<file path="src/rtl/score_bcd_converter.sv">
// Sequential binary-to-BCD converter (double-dabble, one bit per clock) with a
// start/busy/done handshake. Values beyond the display range saturate to all nines.
module score_bcd_converter #(
    parameter int BIN_W  = 14,
    parameter int DIGITS = 4
) (
    input  logic                  clk,
    input  logic                  reset,
    input  logic                  start,
    input  logic [BIN_W-1:0]      bin,
    output logic                  busy,
    output logic                  done,
    output logic [4*DIGITS-1:0]   bcd,
    output logic                  overflow
);

    localparam int BCD_W = 4 * DIGITS;
    localparam int CNT_W = $clog2(BIN_W + 1);

    function automatic logic [63:0] max_value(input int d);
        logic [63:0] p;
        p = 64'd1;
        for (int i = 0; i < d; i++) begin
            p = p * 64'd10;
        end
        return p - 64'd1;
    endfunction

    localparam logic [63:0] MAX_VAL = max_value(DIGITS);

    typedef enum logic {IDLE, SHIFT} state_t;

    state_t             state_reg;
    logic [BIN_W-1:0]   shift_reg;
    logic [BCD_W-1:0]   scratch_reg;
    logic [CNT_W-1:0]   cnt_reg;
    logic               sat_reg;

    logic [BCD_W-1:0]   scratch_adj;
    logic [BCD_W-1:0]   scratch_next;
    logic [BCD_W-1:0]   all_nines;
    logic [BIN_W-1:0]   shift_next;
    logic               over_max;

    // Add-3 correction is confined to each nibble; no carry crosses digits.
    generate
        for (genvar gi = 0; gi < DIGITS; gi++) begin : g_digit
            assign scratch_adj[4*gi +: 4] = (scratch_reg[4*gi +: 4] >= 4'd5)
                                          ? scratch_reg[4*gi +: 4] + 4'd3
                                          : scratch_reg[4*gi +: 4];
            assign all_nines[4*gi +: 4] = 4'd9;
        end
    endgenerate

    assign scratch_next = {scratch_adj[BCD_W-2:0], shift_reg[BIN_W-1]};
    assign shift_next   = shift_reg << 1;
    assign over_max     = 64'(bin) > MAX_VAL;

    always_ff @(posedge clk) begin
        if (reset) begin
            state_reg   <= IDLE;
            shift_reg   <= '0;
            scratch_reg <= '0;
            cnt_reg     <= '0;
            sat_reg     <= 1'b0;
            busy        <= 1'b0;
            done        <= 1'b0;
            bcd         <= '0;
            overflow    <= 1'b0;
        end else begin
            done <= 1'b0;
            case (state_reg)
                IDLE: begin
                    if (start) begin
                        shift_reg   <= bin;
                        scratch_reg <= '0;
                        cnt_reg     <= CNT_W'(BIN_W);
                        sat_reg     <= over_max;
                        busy        <= 1'b1;
                        state_reg   <= SHIFT;
                    end
                end
                SHIFT: begin
                    scratch_reg <= scratch_next;
                    shift_reg   <= shift_next;
                    cnt_reg     <= cnt_reg - CNT_W'(1);
                    // Final shift: publish the result on this same edge.
                    if (cnt_reg == CNT_W'(1)) begin
                        bcd       <= sat_reg ? all_nines : scratch_next;
                        overflow  <= sat_reg;
                        done      <= 1'b1;
                        busy      <= 1'b0;
                        state_reg <= IDLE;
                    end
                end
                default: state_reg <= IDLE;
            endcase
        end
    end

endmodule

</file>
<file path="config.mk">
export PLATFORM = sky130hd
export DESIGN_NAME = score_bcd_converter
export DESIGN_NICKNAME = d
export VERILOG_FILES = /design/src/rtl/score_bcd_converter.sv
export SDC_FILE = /design/constraint.sdc
export NUM_CORES = 1
export LEC_CHECK = 0
export BUFFER_PORTS_ARGS = -buffer_cell sky130_fd_sc_hd__buf_2
export CAP_MARGIN = 20
export CORE_AREA = 2 2 79 81
export DETAILED_ROUTE_END_ITERATION = 16
export DIE_AREA = 0 0 81 83
export PLACE_DENSITY = 0.71
export SLEW_MARGIN = 20
export SYNTH_ARGS = -nofsm -noshare
export SYNTH_HDL_FRONTEND = slang
export SYNTH_SLANG_ARGS = --single-unit
export TNS_END_PERCENT = 30
</file>
<file path="constraint.sdc">
create_clock -name clk -period 2.4 [get_ports clk]
set_clock_uncertainty 0.15 [all_clocks]
set_input_delay 0.36 -clock clk [delete_from_list [all_inputs] [get_ports clk]]
set_output_delay 0.36 -clock clk [all_outputs]
set_load 0.005 [all_outputs]
</file>
# Word-level counts from Yosys, hierarchy flattened
# Index checks and enable logic that the tools add are counted.
[totals]
register_bits = 55
in_bits = 17
out_inout_bits = 19
wordCells = 45
[classes]
n_addsub = 5
n_lt_le_gt_ge = 5
eq_ne = 3
mux = 18
bitwise = 1
reduce_logical = 4
[op_table]
columns = ["cell", "n"]
rows = [
  ["$mux W16", 2],
  ["$pmux W16 S2", 1],
  ["$pmux W14 S2", 1],
  ["$ge A4 B3 Y1 const B", 4],
  ["$mux W4", 4],
  ["$gt A14 B14 Y1 const B", 1],
  ["$mux W14", 1],
  ["$add A4 B2 Y4 const B", 3],
  ["$pmux W4 S2", 1],
  ["$reduce_and A2 Y1", 3],
  ["$mux W1", 5],
  ["$eq A4 B1 Y1 const B", 1],
  ["$pmux W1 S2", 2],
  ["$sub A4 B1 Y4 const B", 1],
  ["$add A3 B2 Y3 const B", 1],
  ["$mux W3", 1],
  ["$ne A2 B1 Y1 const B", 1],
  ["$ne A2 B2 Y1 const B", 1],
  ["$reduce_or A2 Y1", 1],
  ["$not A1 Y1", 1],
]

# Depth between registers and ports, before layout
# Gate-level depths: netlist of run 1.
[depth]
word_depth = 3
ltp_mapped = 6
mapped_depth_nobuf = 6

# Least setup slack after synthesis of run 1
# Ideal clock, no wire load.
[synth_path]
path_kind = "reg2reg"
startpoint = "register scratch_reg[9]"
endpoint = "register bcd[10]"
arrival_time_ns = 1.344
t_required_ns = 2.181
path_slack_ns = 0.837
stages_incl_launch_ff = 7
synth_period_minus_slack_ns = 1.563
path_cell_list = "dfxtp_1 > inv_1 > ha_1 > nand2b_1 > a21oi_1 > mux2_2 > o21ai_1"
[synth_via]
elab_chain_len = 3
word_cells_on_any_way = 4
classes_between = "add/sub: 1; order compare: 1; mux: 2"
[synth_lines]
columns = ["element", "line", "rtl"]
rows = [
  ["from (decl)", "35", "logic [BCD_W-1:0] scratch_reg;"],
  ["from (signal assigned)", "84", "scratch_reg <= scratch_next;"],
  ["$add A4 B2 Y4 / $ge A4 B3 Y1 (equally long branches)", "49, 48", ""],
  ["$mux W4 (*)", "49", "? scratch_reg[4*gi +: 4] + 4'd3"],
  ["$mux W16 (*)", "89", "bcd <= sat_reg ? all_nines : scratch_next;"],
  ["to (signal assigned)", "89", ""],
  ["to (decl)", "13", "output logic [4*DIGITS-1:0] bcd,"],
]
# Mark *: on every way between the ends. The rest lies on a longest branch, timed or not.
# A chain may end at the register's enable or synchronous reset.

# Final worst setup path of run 1
[layout_path]
startpoint = "register scratch_reg[12]"
endpoint = "register scratch_reg[14]"
[layout_via]
elab_chain_len = 3
word_cells_on_any_way = 4
classes_between = "add/sub: 1; order compare: 1; mux: 2"
[layout_lines]
columns = ["element", "line", "rtl"]
rows = [
  ["$ge A4 B3 Y1 / $add A3 B2 Y3 (equally long branches)", "48, 49", ""],
  ["$mux W3 (*)", "49", ""],
  ["$pmux W16 S2 (*)", "72", "case (state_reg)"],
]
# Marks and branches as above.

==> results of run 1 <==
==> critical path, delay by kind of cell (launching register included) <==
family                     cells  cell delay [ns]
AOI/OAI and AO/OA              2             0.35
buffers and inverters          1             0.14
adders and majority gates      1             0.21
muxes                          1             0.39
DFF                            1             0.35
and+or+nand+nor                1             0.08
==> path summary, 6_finish.rpt <==
path | startpoint | to | slack (ns) | depth (start not counted)
worst max-delay path | scratch_reg[12] | scratch_reg[14] | 0.65 | 6
worst min-delay path | bin[0] | shift_reg[0] | 0.19 | 3
worst max register to register | scratch_reg[12] | scratch_reg[14] | 0.65 | 6
worst min register to register | bcd[9] | bcd[9] | 0.33 | 2
==> power groups by stage <==
stage | sequential, mW | combinational (mW) | clock (mW)
after floorplan | 0.979 | 0.123 | 0
after global placement | 0.984 | 0.162 | 0
after detailed placement | 0.985 | 0.166 | 0
after CTS | 0.964 | 0.166 | 0.529
after global routing | 0.968 | 0.188 | 0.568
final | 0.965 | 0.164 | 0.512
==> final cells by class <==
cell class	count	area, um^2
fill	589	2980
multi-input combinational	198	1280
sequential	55	1100
timing repair buffer	40	213
tap	75	93.8
clock buffer	6	82.6
inverter	17	63.8
clock inverter	1	5.00
==> Yosys cell counts (all sizes together) <==
library cell,number
dfxtp,55
nor2,46
a21oi,27
inv,17
mux2i,15
o21ai,14
buf,12
nor3,12
ha,10
nand2b,10
o32ai,10
nand2,8
nand3b,8
nor3b,7
clkbuf,6
a211oi,4
mux2,4
o22ai,4
a311oi,3
nand3,3
xnor2,3
a211o,1
and4bb,1
nor4,1
o211ai,1
o21ba,1
o31ai,1
o41ai,1
or2,1
or3,1
or4,1
==> cell families after synthesis <==
kind of cell,count (synthesis)
adder cells (fa/ha/maj),10
AND/OR/NAND/NOR,99
buffers and inverters,35
AO/OA/AOI/OAI,67
multiplexers,19
flip-flops,55
XOR/XNOR,3
==> stage by stage <==
| step | cells | hold WS, ns | setup WS, ns |
|---|---|---|---|
| after floorplan | 288 | 0.303 | 0.837 |
| after global placement | 385 | 0.305 | 0.685 |
| after detailed placement | 385 | 0.311 | 0.679 |
| after CTS | 392 | 0.190 | 0.650 |
| after global routing | 392 | 0.215 | 0.518 |
| final | 392 | 0.191 | 0.648 |
==> routing by layer <==
| layer | vias up | wire length, um |
|---|---|---|
| li1 | 1065 | - |
| met1 | 968 | 2500 |
| met2 | 53 | 2570 |
| met3 | 4 | 278 |
| met4 | 0 | 61 |
| met5 | - | 0 |
==> flow_summary.ini, run 1 <==
[timing]
hold_viol = 0
rsz0062_at_grt = no
setup_violations = 0
slew_violations = 0
fin_crit_sh_pct = 73.0
fin_crit_ns = 1.75
slew_headroom_pct = 69.9
setup_tns_ns = 0
fmax_ghz = 0.571
tightest_slew_ns = 0.451

[routing]
postRouteAntennaNets = 0
drt_first_pass_iters = 5
vias = 2090
drt_iter0_markers = 80
drc = 0
wl_per_cell_um = 13.8
routed_wl_mm = 5.41
viasPerCell = 5.33

[clock_tree]
cts_resized = 0
cts_tree = done
cts.clk_slew.worst_paths_ns = 0.09
clock_latency_ns = 0.30
clock-root-buffer = clkbuf_8
cts_setup_buffers = 0
clock_sinks = 55
hold_buffers = 0
clk_path_buf_depth = 2
cts_buffers = 5
htree_levels = 2

[global_routing]
grt_pass1_wl_mm = 9.03
grt_use_met1_pct = 21.4
gr-usage-met3_pct = 5.33
top_usage_layer = met2
overflow = 0
antenna_found_initial = 0
grt_pass1_vias = 1937
grt_use_total_pct = 17.1
met2_usage_pct = 27.6
grt_max_degree = 39

[worst_setup_path]
cp_slowest_cell = mux2_2
arrival_ns = 1.82
crit_required_ns = 2.47
crit_path_end_kind = register
cp_max_fo = 4
path_cells = inv_1, ha_1, nand2b_1, a21oi_2, mux2_2, o32ai_1
worst_path_largest_cell_delay_ns = 0.39
startpoint_type = register
critPathKind = register to register

[synth]
synth-simple-area-share_pct = 19.9
syn-cell-area_um2 = 2530
synthCells = 288
post-synth-top-area-fraction_pct = 43.5
synth_compound_area_share_pct = 16.8
synthTopCellsByArea = dfxtp_1, nor2_1, mux2i_1
syn_nets = 315
yosys.area_share.xor_xnor_pct = 1.04
yosysTopAreaCell = dfxtp_1
avgSynthCellArea_um2 = 8.79
synth.area.mux_share_pct = 7.71
synth_adder_area_share_pct = 4.94
yosysSeqAreaShare_pct = 43.5
synth_top_family_by_area = simple AND/OR/NAND/NOR gates
yosysWarnings = 0
synth-seq-cells = 55
synth.distinct_cells = 37

[floorplan]
dieArea_um2 = 6720
ios = 36
start_util_pct = 43.5
die_h_um = 83
placeableCoreArea_um2 = 5820
die_width_um = 81
rows = 28

[power_and_ir_drop]
p_sw_mw = 0.404
p_per_area_nw_per_um2 = 578
p_seq_share_pct = 58.8
pwr-share-comb_pct = 10.0
sw_frac_of_total_pct = 24.6
internal_power_mw = 1.24
power_frac_clock_pct = 31.2
vdd_drop_max_v = 0.000357
p_leak_nw = 1.12
power.total_mw = 1.64

[placed_design]
io_buffer_count = 35
dpl.hpwl_mm = 3.94
place_area_um2 = 2750
gp_congestion = 0.862

[outcome]
status = completed

[cells_and_area]
area_growth_pct = 12.0
final_cell_area_um2 = 2840
final_net_count = 344
layout_commonest_cell = dfxtp_1
drive_gt1_share_pct = 18.6
utilization_pct = 48.8
final_cell_mix = dfxtp_1, nor2_1, buf_2
num_antenna_cells = 0

[run]
max-cap-violations = 0

[min_path]
hp-class = input port to register
Note: power is estimated with default switching activity, not from simulation.
==> inputs of run 2 (changes only) <==
Settings changed: PLACE_DENSITY 0.71 to 0.73.
Clock period 2.4 ns to 1.5 ns, I/O delays scaled along.
==> flow_summary.ini, run 2 (synthesis gave the netlist of run 1 again) <==
[outcome]
status = complete, but fails checks
violations = negative setup slack

[placed_design]
pre_cts_ws_ns = -0.0864
dpl.hpwl_mm = 4.03
placed_cells = 404
gp_congestion = 0.765
io_buffer_count = 35

[power_and_ir_drop]
p_leak_nw = 1.31
vdd_drop_max_v = 0.000521
power.total_mw = 2.68
p_per_area_nw_per_um2 = 811

[min_path]
hp-class = input port to register
hold_depth = 3
min_to = shift_reg[0]
worstHoldStart = bin[0]

[clock_tree]
clock_latency_ns = 0.31
clock-root-buffer = clkbuf_8
cts_buffers = 5
cts.clk_slew.worst_paths_ns = 0.09
cts_tree = done
clock_sinks = 55
hold_buffers = 0
htree_levels = 2
clk_path_buf_depth = 2

[global_routing]
grt_pass1_vias = 2107
antenna_found_initial = 0
grt_max_degree = 30
grt_use_total_pct = 18.5
overflow = 0
grt_pass1_wl_mm = 9.84

[timing]
slew_headroom_pct = 65.0
fin_crit_ns = 1.51
worst_slack_ns = -0.0116
slew_violations = 0
fin_crit_sh_pct = 101
rsz0062_at_grt = yes
setup_violations = 1
fmax_ghz = 0.662
tightest_slew_ns = 0.525
hold_viol = 0

[cells_and_area]
layout_commonest_cell = dfxtp_1
fillCellCount = 536
area_growth_pct = 30.4
drive_gt1_share_pct = 38.8
final_cell_mix = dfxtp_1, nor2_1, buf_2
final_net_count = 367
num_antenna_cells = 0
layout.cells.non_filler = 415

[worst_setup_path]
critPathKind = register to register
crit_path_end_kind = register
crit_required_ns = 1.57
cp_slowest_cell = dfxtp_2
regToRegEndpoint = scratch_reg[10]
worst_path_largest_cell_delay_ns = 0.36
startpoint_type = register
rrSetupSlack_ns = -0.01
path_cells = inv_4, ha_2, nand2b_4, a21oi_4, mux2_4, o32ai_2
timing.rr.start = scratch_reg[9]
arrival_ns = 1.59
cp_max_fo = 4
reg2reg_depth = 6

[floorplan]
placeableCoreArea_um2 = 5820
die_h_um = 83
die_width_um = 81
ios = 36
dieArea_um2 = 6720
start_util_pct = 43.5
rows = 28

[routing]
postRouteAntennaNets = 0
wl_per_cell_um = 14.2
drc = 0
viasPerCell = 5.33
routed_wl_mm = 5.88
drt_first_pass_iters = 4
drt_iter0_markers = 104
vias = 2214

[run]
max-cap-violations = 0
-- run 2: changes by cell type in the layout (fill, tap and decap cells not counted), sizes merged --
| cell | before | now |
|---|---|---|
| buf | 40 | 63 |
-- run 2: final cells by class --
type	instances	area, um^2	share of cell area [%]
flip-flops and latches	55	1110	33.8
repair buffers	63	389	11.8
clock inverters	1	5.00	0.152
clock buffers	6	82.6	2.50
well taps	75	93.8	2.84
inverters	17	71.3	2.16
multi-input cells	198	1550	46.8
-- run 2: through the flow --
step | hold WS, ns | setup TNS, ns | area [um^2] | utilization, %
after global placement | 0.291 | -0.0880 | 2930 | 50.3
final | 0.0457 | -0.0116 | 3300 | 56.8
after CTS | 0.0446 | -0.0577 | 3210 | 55.2
after detailed placement | 0.306 | -0.675 | 2930 | 50.3
after global routing | 0.0531 | -0.380 | 3300 | 56.8
after floorplan | 0.247 | -0.0190 | 2570 | -
-- run 2: power breakdown --
group / leakage (nW) / internal (mW) / switching (mW) / total [mW]
Clock: 0.0470 / 0.364 / 0.474 / 0.837
Sequential: 0.452 / 1.51 / 0.0370 / 1.54
Combinational: 0.814 / 0.131 / 0.168 / 0.299
-- run 2: per-layer routing --
layer | vias to the layer above | part of all wire [%] | track usage (%)
met2 | 48 | 50 | 30.8
met3 | 7 | 4.0 | 3.37
li1 | 1118 | - | -
met4 | 0 | 1.5 | 7.24
met5 | - | 0 | 0
met1 | 1041 | 45 | 23.3
-- run 2: worst max path at each step --
stage	startpoint	end	cells after the start
after floorplan	scratch_reg[9]	bcd[10]	6
after detailed placement	scratch_reg[9]	scratch_reg[10]	6
after CTS	scratch_reg[13]	bcd[14]	6
after global placement	scratch_reg[5]	scratch_reg[6]	6
final	scratch_reg[9]	scratch_reg[10]	6
after global routing	scratch_reg[1]	scratch_reg[2]	6
-- run 2: repair_timing --
action                                  CTS  global route
setup buffers                             3             1
endpoints found under the hold margin     0             0
pin swaps                                 7             7
endpoints found under the setup margin   24            29
gates resized for setup                  39            23
-- run 2: critical path, delay by kind of cell (launching register included) --
family | cells | cell delay, ns
flops | 1 | 0.36
fa+ha+maj | 1 | 0.16
mux | 1 | 0.34
simple gates | 1 | 0.14
buf+inv | 1 | 0.05
compound gates | 2 | 0.23
==> inputs of run 3 (changes only) <==
Settings changed: BUFFER_PORTS_ARGS -buffer_cell sky130_fd_sc_hd__buf_2 to not set, CELL_PAD_IN_SITES_DETAIL_PLACEMENT set to 2, CELL_PAD_IN_SITES_GLOBAL_PLACEMENT set to 2, CORE_AREA 2 2 79 81 to 2 2 90 92, DIE_AREA 0 0 81 83 to 0 0 92 94, DONT_BUFFER_PORTS set to 1, PLACE_DENSITY 0.73 to 0.8.
==> flow_summary.ini, run 3 (synthesis gave the netlist of run 1 again) <==
[worst_setup_path]
crit_path_end_kind = register
crit_required_ns = 1.58
startpoint_type = register
worst-path-buf-inv = 1
critPathKind = register to register
path_cells = inv_4, ha_4, nand2b_4, a21oi_4, mux2_4, o32ai_2
reg2reg_depth = 6
worst_path_largest_cell_delay_ns = 0.36
cp_max_fo = 4
cp_top_family = flip-flops
cp_slowest_cell = dfxtp_2
arrival_ns = 1.65
timing.rr.start = scratch_reg[13]
rrSetupSlack_ns = -0.07
regToRegEndpoint = scratch_reg[14]

[cells_and_area]
num_antenna_cells = 0
final_cell_mix = nor2_1, dfxtp_1, buf_4
utilization_pct = 43.9
area_growth_pct = 31.8
layout_commonest_cell = nor2_1
drive_gt1_share_pct = 35.0
final_cell_area_um2 = 3340
final_net_count = 337

[clock_tree]
htree_levels = 2
clock_latency_ns = 0.32
clk_path_buf_depth = 2
clock_sinks = 55
cts.clk_slew.worst_paths_ns = 0.09
cts_buffers = 5
clock-root-buffer = clkbuf_8
cts_tree = done

[outcome]
status = complete, but fails checks
violations = negative hold slack, negative setup slack

[timing]
slew_headroom_pct = 65.0
fmax_ghz = 0.636
slew_violations = 0
setup_violations = 10
fin_crit_sh_pct = 105
holdWs_ns = -0.0348
rsz0062_at_grt = yes
tightest_slew_ns = 0.526
hold_viol = 3
fin_crit_ns = 1.57
setup_tns_ns = -0.365
worst_slack_ns = -0.0713

[routing]
drt_iter0_markers = 125
wl_per_cell_um = 20.7
postRouteAntennaNets = 0
drt_first_pass_iters = 4
routed_wl_mm = 8.56
drc = 0
viasPerCell = 5.35
vias = 2208

[global_routing]
grt_max_degree = 53
antenna_found_initial = 0
overflow = 0
grt_pass1_wl_mm = 12.9
grt_use_total_pct = 19.4
grt_pass1_vias = 2467

[min_path]
min_to = shift_reg[0]
worstHoldStart = bin[0]
hold_depth = 2
hp-class = input port to register

[run]
max-cap-violations = 0

[placed_design]
dpl.hpwl_mm = 5.00
place_area_um2 = 2750
pre_cts_ws_ns = -0.148
gp_congestion = 0.757
io_buffer_count = 0

[power_and_ir_drop]
p_per_area_nw_per_um2 = 806
p_leak_nw = 1.19
vdd_drop_max_v = 0.000446

[floorplan]
dieArea_um2 = 8650
rows = 32
start_util_pct = 33.3
die_width_um = 92
die_h_um = 94
ios = 36
placeableCoreArea_um2 = 7610
run 3: report_power, final:
group | switching, mW | internal (mW)
combinational | 0.170 | 0.130
clock | 0.515 | 0.328
sequential | 0.0419 | 1.51
total | 0.726 | 1.96
run 3: stage by stage:
step	cells	total power, mW	hold slack, ns
after floorplan	288	1.76	0.247
after global placement	392	1.79	0.156
after detailed placement	392	1.81	0.155
after CTS	406	2.67	-0.196
after global routing	413	2.81	-0.00440
final	413	2.69	-0.0348
run 3: timing repair:
item	CTS	global route
setup endpoints to repair	26	32
gates resized for setup	54	36
endpoints found under the hold margin	44	44
pin swaps	8	9
cloned	1	0
setup buffers	5	2
run 3: area by class of cell:
type | count | area [um^2]
inverters | 17 | 77.6
multi-input cells | 198 | 1620
fillers | 818 | 4270
clock inverters | 2 | 12.5
flip-flops and latches | 55 | 1120
repair buffers | 33 | 305
clock buffers | 6 | 72.6
well taps | 102 | 128
run 3: worst reg2reg max path, stage by stage (launching register included):
cell and delay, ns:
dfxtp_2 0.36, inv_4 0.05, ha_4 0.14, nand2b_4 0.14, a21oi_4 0.21, mux2_4 0.34, o32ai_2 0.10
run 3: layer usage:
| layer | up-vias | share of wire (%) | global-route usage (%) |
|---|---|---|---|
| met2 | 48 | 52 | 35.4 |
| li1 | 1055 | - | - |
| met5 | - | 0 | 0 |
| met1 | 1098 | 42 | 23.0 |
| met4 | 0 | 1.2 | 4.85 |
| met3 | 7 | 5.2 | 4.33 |
run 3: how the worst max path moves through the flow:
| stage | startpoint | endpoint | slack (ns) | depth (start not counted) |
|---|---|---|---|---|
| 5_1_grt | scratch_reg[4] | bcd[8] | -0.14 | 6 |
| 2_1_floorplan | scratch_reg[9] | bcd[10] | -0.008 | 6 |
| 6_report | scratch_reg[13] | scratch_reg[14] | -0.07 | 6 |
| 3_5_place_dp | scratch_reg[9] | bcd[10] | -0.15 | 6 |
| 4_1_cts | cnt_reg[1] | bcd[15] | -0.07 | 6 |
| 3_3_place_gp | scratch_reg[5] | scratch_reg[6] | -0.03 | 6 |
